<file path="src/rtl/cat_recognizer_pkg.sv">
// Shared definitions for the cat_recognizer front end: loader FSM states,
// control register command values and the default control register address.
package cat_recognizer_pkg;

   typedef enum logic [3:0] {
      ST_IDLE,
      ST_W_SETUP,
      ST_W_ACCESS,
      ST_W_HOLD,
      ST_S_SETUP,
      ST_S_ACCESS,
      ST_WAIT,
      ST_C_SETUP,
      ST_C_ACCESS
   } loader_state_t;

   localparam int CTRL_START        = 1;
   localparam int CTRL_STOP         = 0;
   localparam int CTRL_ADDR_DEFAULT = 0;

endpackage

</file>
<file path="src/rtl/apb_write_port.sv">
// APB write sequencer: while req is high it alternates SETUP and ACCESS.
// Address/data are registered on ld and held between transfers.
module apb_write_port #(
   parameter int ADDR_W = 13,
   parameter int DATA_W = 24
) (
   input  logic              clk,
   input  logic              rst,
   input  logic              req,
   input  logic              ld,
   input  logic [ADDR_W-1:0] ld_addr,
   input  logic [DATA_W-1:0] ld_data,
   output logic              psel,
   output logic              penable,
   output logic              pwrite,
   output logic [ADDR_W-1:0] paddr,
   output logic [DATA_W-1:0] pwdata,
   output logic              done
);

   logic access_reg;

   // access_reg marks the second cycle of every back-to-back request pair
   always_ff @(posedge clk or negedge rst) begin
      if (!rst) begin
         access_reg <= 1'b0;
         paddr      <= '0;
         pwdata     <= '0;
      end else begin
         access_reg <= req & ~access_reg;
         if (ld) begin
            paddr  <= ld_addr;
            pwdata <= ld_data;
         end
      end
   end

   assign psel    = req;
   assign pwrite  = req;
   assign penable = req & access_reg;
   assign done    = req & access_reg;

endmodule

</file>
<file path="src/rtl/apb_frame_loader.sv">
// Streams one frame into cat_recognizer over APB, starts it, captures the
// decision, then stops it. Define FRAME_CHECK_EN to enable s_last checking.
module apb_frame_loader
   import cat_recognizer_pkg::*;
#(
   parameter int Amba_Word       = 24,
   parameter int Amba_Addr_Depth = 13,
   parameter int Num_Words       = 4095,
   parameter int Ctrl_Addr       = CTRL_ADDR_DEFAULT,
   parameter int Calc_Cycles     = 4104
) (
   input  logic                       clk,
   input  logic                       rst,
   input  logic                       s_valid,
   output logic                       s_ready,
   input  logic [Amba_Word-1:0]       s_data,
   input  logic                       s_last,
   output logic                       PSEL,
   output logic                       PENABLE,
   output logic                       PWRITE,
   output logic [Amba_Addr_Depth-1:0] PADDR,
   output logic [Amba_Word-1:0]       PWDATA,
   input  logic                       CatRecOut,
   output logic                       busy,
   output logic                       result_valid,
   output logic                       result,
   output logic                       err
);

   localparam int WAIT_W = $clog2(Calc_Cycles + 1);
   localparam logic [Amba_Addr_Depth-1:0] NUM_W     = Amba_Addr_Depth'(Num_Words);
   localparam logic [Amba_Addr_Depth-1:0] CTRL_A    = Amba_Addr_Depth'(Ctrl_Addr);
   localparam logic [Amba_Addr_Depth-1:0] ADDR_ONE  = Amba_Addr_Depth'(1);
   localparam logic [WAIT_W-1:0]          CALC_LOAD = WAIT_W'(Calc_Cycles - 1);

   loader_state_t              state_reg, state_next;
   logic [Amba_Addr_Depth-1:0] word_cnt_reg, word_cnt_next;
   logic [WAIT_W-1:0]          wait_cnt_reg, wait_cnt_next;
   logic                       result_reg, result_next;
   logic                       result_valid_reg, result_valid_next;
   logic                       last_reg;
   logic                       take;

   logic                       port_req;
   logic                       port_ld;
   logic [Amba_Addr_Depth-1:0] port_addr;
   logic [Amba_Word-1:0]       port_data;
   logic                       port_done;

`ifdef FRAME_CHECK_EN
   localparam logic FRAME_CHECK = 1'b1;

   // s_last travels with its word so it can be judged in that word's ACCESS
   always_ff @(posedge clk or negedge rst) begin
      if (!rst) begin
         last_reg <= 1'b0;
      end else if (take) begin
         last_reg <= s_last;
      end
   end
`else
   localparam logic FRAME_CHECK = 1'b0;
   logic unused_frame_inputs;
   assign unused_frame_inputs = s_last ^ take;
   assign last_reg = 1'b0;
`endif

   always_ff @(posedge clk or negedge rst) begin
      if (!rst) begin
         state_reg        <= ST_IDLE;
         word_cnt_reg     <= '0;
         wait_cnt_reg     <= '0;
         result_reg       <= 1'b0;
         result_valid_reg <= 1'b0;
      end else begin
         state_reg        <= state_next;
         word_cnt_reg     <= word_cnt_next;
         wait_cnt_reg     <= wait_cnt_next;
         result_reg       <= result_next;
         result_valid_reg <= result_valid_next;
      end
   end

   always_comb begin
      state_next        = state_reg;
      word_cnt_next     = word_cnt_reg;
      wait_cnt_next     = wait_cnt_reg;
      result_next       = result_reg;
      result_valid_next = 1'b0;
      port_req          = 1'b0;
      port_ld           = 1'b0;
      port_addr         = '0;
      port_data         = '0;
      s_ready           = 1'b0;
      take              = 1'b0;
      err               = 1'b0;

      case (state_reg)
         ST_IDLE: begin
            s_ready = 1'b1;
            if (s_valid) begin
               take          = 1'b1;
               port_ld       = 1'b1;
               port_addr     = ADDR_ONE;
               port_data     = s_data;
               word_cnt_next = ADDR_ONE;
               state_next    = ST_W_SETUP;
            end
         end

         ST_W_SETUP: begin
            port_req   = 1'b1;
            state_next = ST_W_ACCESS;
         end

         // port_done is high only in the ACCESS cycle, never in W_HOLD
         ST_W_ACCESS, ST_W_HOLD: begin
            port_req = (state_reg == ST_W_ACCESS);
            if (port_done && word_cnt_reg == NUM_W) begin
               err           = FRAME_CHECK & ~last_reg;
               port_ld       = 1'b1;
               port_addr     = CTRL_A;
               port_data     = Amba_Word'(CTRL_START);
               wait_cnt_next = CALC_LOAD;
               state_next    = ST_S_SETUP;
            end else if (port_done && last_reg) begin
               err        = 1'b1;
               state_next = ST_IDLE;
            end else begin
               s_ready = 1'b1;
               if (s_valid) begin
                  take          = 1'b1;
                  port_ld       = 1'b1;
                  port_addr     = word_cnt_reg + ADDR_ONE;
                  port_data     = s_data;
                  word_cnt_next = word_cnt_reg + ADDR_ONE;
                  state_next    = ST_W_SETUP;
               end else begin
                  state_next = ST_W_HOLD;
               end
            end
         end

         ST_S_SETUP: begin
            port_req   = 1'b1;
            state_next = ST_S_ACCESS;
         end

         // The count runs from S_ACCESS so the strobe lands Calc_Cycles later
         ST_S_ACCESS, ST_WAIT: begin
            port_req = (state_reg == ST_S_ACCESS);
            if (wait_cnt_reg == '0) begin
               result_next       = CatRecOut;
               result_valid_next = 1'b1;
               port_ld           = 1'b1;
               port_addr         = CTRL_A;
               port_data         = Amba_Word'(CTRL_STOP);
               state_next        = ST_C_SETUP;
            end else begin
               wait_cnt_next = wait_cnt_reg - WAIT_W'(1);
               state_next    = ST_WAIT;
            end
         end

         ST_C_SETUP: begin
            port_req   = 1'b1;
            state_next = ST_C_ACCESS;
         end

         ST_C_ACCESS: begin
            port_req = 1'b1;
            if (port_done) begin
               state_next = ST_IDLE;
            end
         end

         default: begin
            state_next = ST_IDLE;
         end
      endcase
   end

   apb_write_port #(
      .ADDR_W (Amba_Addr_Depth),
      .DATA_W (Amba_Word)
   ) u_write_port (
      .clk     (clk),
      .rst     (rst),
      .req     (port_req),
      .ld      (port_ld),
      .ld_addr (port_addr),
      .ld_data (port_data),
      .psel    (PSEL),
      .penable (PENABLE),
      .pwrite  (PWRITE),
      .paddr   (PADDR),
      .pwdata  (PWDATA),
      .done    (port_done)
   );

   assign busy         = (state_reg != ST_IDLE);
   assign result       = result_reg;
   assign result_valid = result_valid_reg;

endmodule
</file>
<file path="config.mk">
export PLATFORM = sky130hd
export DESIGN_NAME = apb_frame_loader
export DESIGN_NICKNAME = d
export VERILOG_FILES = /design/src/rtl/cat_recognizer_pkg.sv /design/src/rtl/apb_write_port.sv /design/src/rtl/apb_frame_loader.sv
export SDC_FILE = /design/constraint.sdc
export NUM_CORES = 1
export LEC_CHECK = 0
export CAP_MARGIN = 20
export CORE_MARGIN = 4
export CORE_UTILIZATION = 35
export CTS_CLUSTER_DIAMETER = 80
export CTS_CLUSTER_SIZE = 16
export DETAILED_ROUTE_END_ITERATION = 16
export PLACE_DENSITY = 0.58
export SYNTH_ARGS = -nofsm -noshare
export SYNTH_HDL_FRONTEND = slang
export SYNTH_SLANG_ARGS = --single-unit
</file>
<file path="constraint.sdc">
create_clock -name clk -period 3.05 [get_ports clk]
set_clock_uncertainty 0.1 [all_clocks]
set_input_delay 0.915 -clock clk [delete_from_list [all_inputs] [get_ports clk]]
set_output_delay 0.915 -clock clk [all_outputs]
set_load 0.05 [all_outputs]
</file>
* Word-level counts from Yosys, hierarchy flattened *
Cells that the tools add are included.

cells by class
  reduce and logical (&&, ||, !) cells = 13
  eq/ne operators = 15
  $add $sub $neg = 2
  multiplexer cells = 28
  bitwise logic cells = 3

operators by type and width
  kind                                                   number
  two-way mux 13 bit                                     7
  one-hot mux 13 bit (2 select lines)                    3
  two-way mux 24 bit                                     2
  one-hot mux 24 bit (2 select lines)                    1
  one-hot mux 4 bit (7 select lines)                     1
  equality test 4 x 3 -> 1 bit, second input constant    4
  adder 13 x 1 -> 13 bit, second input constant          1
  equality test 13 x 12 -> 1 bit, second input constant  1
  zero test 13 bit                                       1
  subtractor 13 x 1 -> 13 bit, second input constant     1
  inequality test 2 bit, second input constant           6
  equality test 4 x 2 -> 1 bit, second input constant    2
  two-way mux 4 bit                                      2
  two-way mux 1 bit                                      7
  one-hot mux 1 bit (3 select lines)                     2
  equality test 4 x 1 -> 1 bit, second input constant    1
  equality test 4 bit, second input constant             1
  zero test 4 bit                                        1
  AND reduction 2 bit                                    2
  AND reduction 4 bit                                    1
  nonzero test 2 bit                                     2
  nonzero test 4 bit                                     1
  OR reduction 2 bit                                     2
  OR reduction 4 bit                                     1
  other kinds (7)                                        8

storage, ports and cells
  register bits = 70
  bits of input ports = 29
  output and inout bits = 45
  word-level logic and storage cells = 69

* Depth between registers and ports, before layout *
  depth in word-level cells = 7
  mapped depth = 8
  mapped depth without buffers = 7

* Cells and area by module *
From an unflattened synthesis, not the netlist that was laid out.

second synthesis, totals
  cell total of the unflattened synthesis = 354
  area, all modules = 3931.3 sq um

modules (own cells, without submodules)
  module            area each (sq um)  sequential area each (sq um)  times used  cells an instance
  apb_frame_loader  2344.7             800.8                         1           270
  apb_write_port    1586.5             950.9                         1           84

* Least setup slack after synthesis *
OpenSTA, ideal clock, no wires.

  path kind = register to output
  start point = reg word_cnt_reg[0]
  end point = out s_ready
  required time = 2.035 ns
  cell stages (with the launch flop) = 6
  setup slack = -0.260 ns
  data arrival time = 2.295 ns
  buffers on the path = 0
  path through = dfrtp_1 -> ha_1 -> nand3_2 -> or4_4 -> a2111oi_4 -> o21ai_0

between the ends
  cells in the longest elaborated chain, start to end = 4

ends and longest elaborated chain
  what                                RTL line                 text
  from (decl)                         apb_frame_loader.sv:37   logic [Amba_Addr_Depth-1:0] word_cnt_reg, word_cnt_next;
  from (signal assigned)              apb_frame_loader.sv:77   word_cnt_reg <= word_cnt_next;
  equality test 13 x 12 -> 1 bit      apb_frame_loader.sv:119  if (port_done && word_cnt_reg == NUM_W) begin
  logical AND 1 bit                   apb_frame_loader.sv:119
  two-way mux 1 bit                   apb_frame_loader.sv:119
  one-hot mux 1 bit (2 select lines)  apb_frame_loader.sv:98   case (state_reg)
  to (decl)                           apb_frame_loader.sv:15   output logic s_ready,

Every way passes these cells.

* Worst setup path after layout *
  start point = reg word_cnt_reg[8]
  end point = out s_ready

The elaborated chain is that of the path after synthesis.

==> metrics.yaml <==
viasPerCell: 5.27
synth_seq_area_share_pct: 53.6
dp.cells: 477
p_seq_share_pct: 30.4
maxCapViolations: 0
crit_start: "word_cnt_reg[8]"
slew_viol_final: 0
worst_pin_slew_ns: 0.528
drc: 0
via_count: 2632
syn-cell-area_um2: 3270
synth_compound_area_share_pct: 20.5
drive_gt1_share_pct: 17.4
critPathLaunchType: "register"
routed_wirelength_um: 7740
grt_max_degree: 71
hold_class: "register to register"
htree_levels: 3
grt_usage_pct: 14.4
coreArea_um2: 8890
antenna_found_initial: 0
nNetsFinal: 417
ctsRootBufferMaster: "clkbuf_8"
fin_crit_sh_pct: 103
hp-start: "u_write_port.paddr[8]"
cts.sinks: 70
p_switching_mw: 1.79
crit_type: "register to output pin"
worstPathMaxFanout: 4
rows: 34
critPathBufInv: 1
fin_util_pct: 51.2
io_pins: 74
status: "complete, but fails checks"
cts_tree: "yes"
required_ns: 2.03
sw_frac_of_total_pct: 41.9
drt_first_pass_iters: 5
rr_worst_depth: 7
synthAdderAreaFrac_pct: 0.766
detail-route-antenna-nets: 0
die_y_um: 105
clkTransAtPathRegs_ns: 0.08
start_util_pct: 36.8
min_period_ns: 3.13
p_leak_nw: 2.08
grt_overflow_total: 0
critPathTopFamily: "simple AND/OR/NAND/NOR gates"
yosysWarningCount: 0
powerDensity_nw_per_um2: 937
relSlewSlack_pct: 64.7
ys_seq_elements: 70
syn_area_per_cell_um2: 11.2
async_reset_ff_share_pct: 100
hold_viol: 0
top_register: "u_write_port.pwdata"
max-clock-path-buffers: 2
port_buffers: 71
max_freq_ghz: 0.320
violations: "negative setup slack"
area_delta_synth_final_pct: 39.3
drt_iter0_drc: 105
ir_drop_uv: 432
die-width_um: 105
whs_ns: 0.390
crit_chain: "nand4_1 > or4_4 > a2111oi_4 > o21ai_2 > buf_6"
wire_per_inst_um: 15.5
grt_pass1_wl_um: 13100
antenna_cells: 0
clk_latency_ns: 0.35
netlist_instances: 292
yosys.area_share.xor_xnor_pct: 4.82
worst_path_largest_cell_delay_ns: 0.55
numCtsBuffers: 9
timing.rr.start: "word_cnt_reg[8]"
syn-num-nets: 323
p_clk_share_pct: 21.6
cp.arrival_ns: 2.11
die-area_um2: 10900
setup_violations: 1
grt_setup_unrepaired: "true"
synth.area.mux_share_pct: 0.345
synth_edf_count: 0
synth_ff_type: "dfrtp_1"
cp_slowest_cell: "or4_4"
yosys.area_share.simple_pct: 15.7
endpoint_kind: "output pin"
hpwl_um: 5390
pwr-share-comb_pct: 48.0
synth_top_family_by_area: "compound AO/OA/AOI/OAI gates"
largest_reg_flops: 24
p_int_mw: 2.48
placed_cell_area_um2: 4250
setup_slack_ns: -0.0787
finalNonFillerCells: 499
cp.depth: 5
cts_hold_buf: 0
stdcell_area_um2: 4550
place.gp.congestion: 0.850
grt_pass1_vias: 2616
min_path_cells: 1
fin_tns_setup_ns: -0.0787
ys_types: 61
[placed cells by master (no fill, tap or decap), types with 4 or more instances in the layout]
master and n:
nand4_1 6, xnor2_1 9, dfrtp_1 69, nor4_1 4, buf_12 5, a22o_1 24, nor2_1 21, inv_1 9
or4_1 4, buf_4 27, clkdlybuf4s50_1 65, nand3_1 7, a21oi_1 7, o2bb2ai_1 7, nand2_1 10, nor3_1 8
o21ai_0 7, a21o_1 10, clkbuf_8 9, nand2b_1 6, xor2_1 9
[final timing paths]
kind                                      endpoint  slack, ns
min in group asynchronous          wait_cnt_reg[3]       0.46
max                                        s_ready      -0.08
max in group asynchronous          word_cnt_reg[7]       2.04
max reg2reg                u_write_port.pwdata[23]       0.62
min                          u_write_port.paddr[8]       0.39
min reg2reg                  u_write_port.paddr[8]       0.39
[power by group through the flow]
stage | combinational (mW) | sequential, mW | clock, mW
3_3_place_gp | 2.03 | 1.31 | 0
6_report | 2.05 | 1.30 | 0.919
2_1_floorplan | 0.707 | 1.89 | 0
4_1_cts | 2.05 | 1.30 | 0.946
5_1_grt | 2.16 | 1.33 | 0.990
3_5_place_dp | 2.04 | 1.31 | 0
[final cells by class]
cell class / instances / area [µm²]
Clock buffer: 9 / 124
Clock inverter: 7 / 120
Fill cell: 813 / 4340
Inverter: 10 / 37.5
Multi-Input combinational cell: 195 / 1400
Sequential cell: 70 / 1750
Tap cell: 108 / 135
Timing Repair Buffer: 100 / 978
[logic make-up after synthesis]
| group | count (synthesis) |
|---|---|
| flip-flops | 70 |
| other | 1 |
| XOR/XNOR | 18 |
| AO/OA/AOI/OAI | 82 |
| adder cells (fa/ha/maj) | 2 |
| buffers and inverters | 27 |
| AND/OR/NAND/NOR | 91 |
| multiplexers | 1 |
[worst reg2reg max path: stages (launching register included)]
cell       delay, ns
dfrtp_1         0.40
nand4_1         0.20
or4_4           0.55
a2111oi_4       0.38
buf_4           0.19
a21boi_2        0.08
buf_12          0.17
a22o_1          0.25
[timing repair]
item                       in CTS  in global routing
gates cloned                    0                  0
pin swaps                       1                  3
gates resized for setup         1                  6
setup endpoints to repair       2                  4
buffers inserted                0                  6
hold endpoints to repair        0                  0
[metal layers]
metal | GRT usage (%) | share of wire (%) | routed length, µm
met2 | 23.1 | 48 | 3690
met5 | 0 | 0 | 0
met3 | 3.95 | 4.7 | 364
met1 | 19.4 | 47 | 3600
met4 | 3.94 | 1.1 | 82
[Yosys cell counts (3+ instances only)]
master,count,area (µm²)
dfrtp_1,70,1750
a22o_1,24,210
nor2_1,22,82.6
a21o_1,10,75.1
inv_1,10,37.5
nand2_1,10,37.5
nor3_1,10,50.1
xnor2_1,9,78.8
xor2_1,9,78.8
o21ai_0,8,40.0
a21oi_1,7,35.0
buf_2,7,35.0
nand3_1,7,35.0
o2bb2ai_1,7,61.3
nand2b_1,6,37.5
nand4_1,6,37.5
clkbuf_1,5,18.8
nor4_1,4,25.0
or4_1,4,30.0
and2_1,3,18.8
buf_4,3,22.5
o31ai_1,3,22.5
[stage by stage]
| step | setup WS (ns) | power [mW] |
|---|---|---|
| 2_1_floorplan | 0.0194 | 2.59 |
| 3_5_place_dp | 0.160 | 3.36 |
| 3_3_place_gp | 0.156 | 3.34 |
| 5_1_grt | -0.196 | 4.48 |
| 4_1_cts | -0.106 | 4.29 |
| 6_report | -0.0787 | 4.26 |
Power figures use the tool's default switching activity.
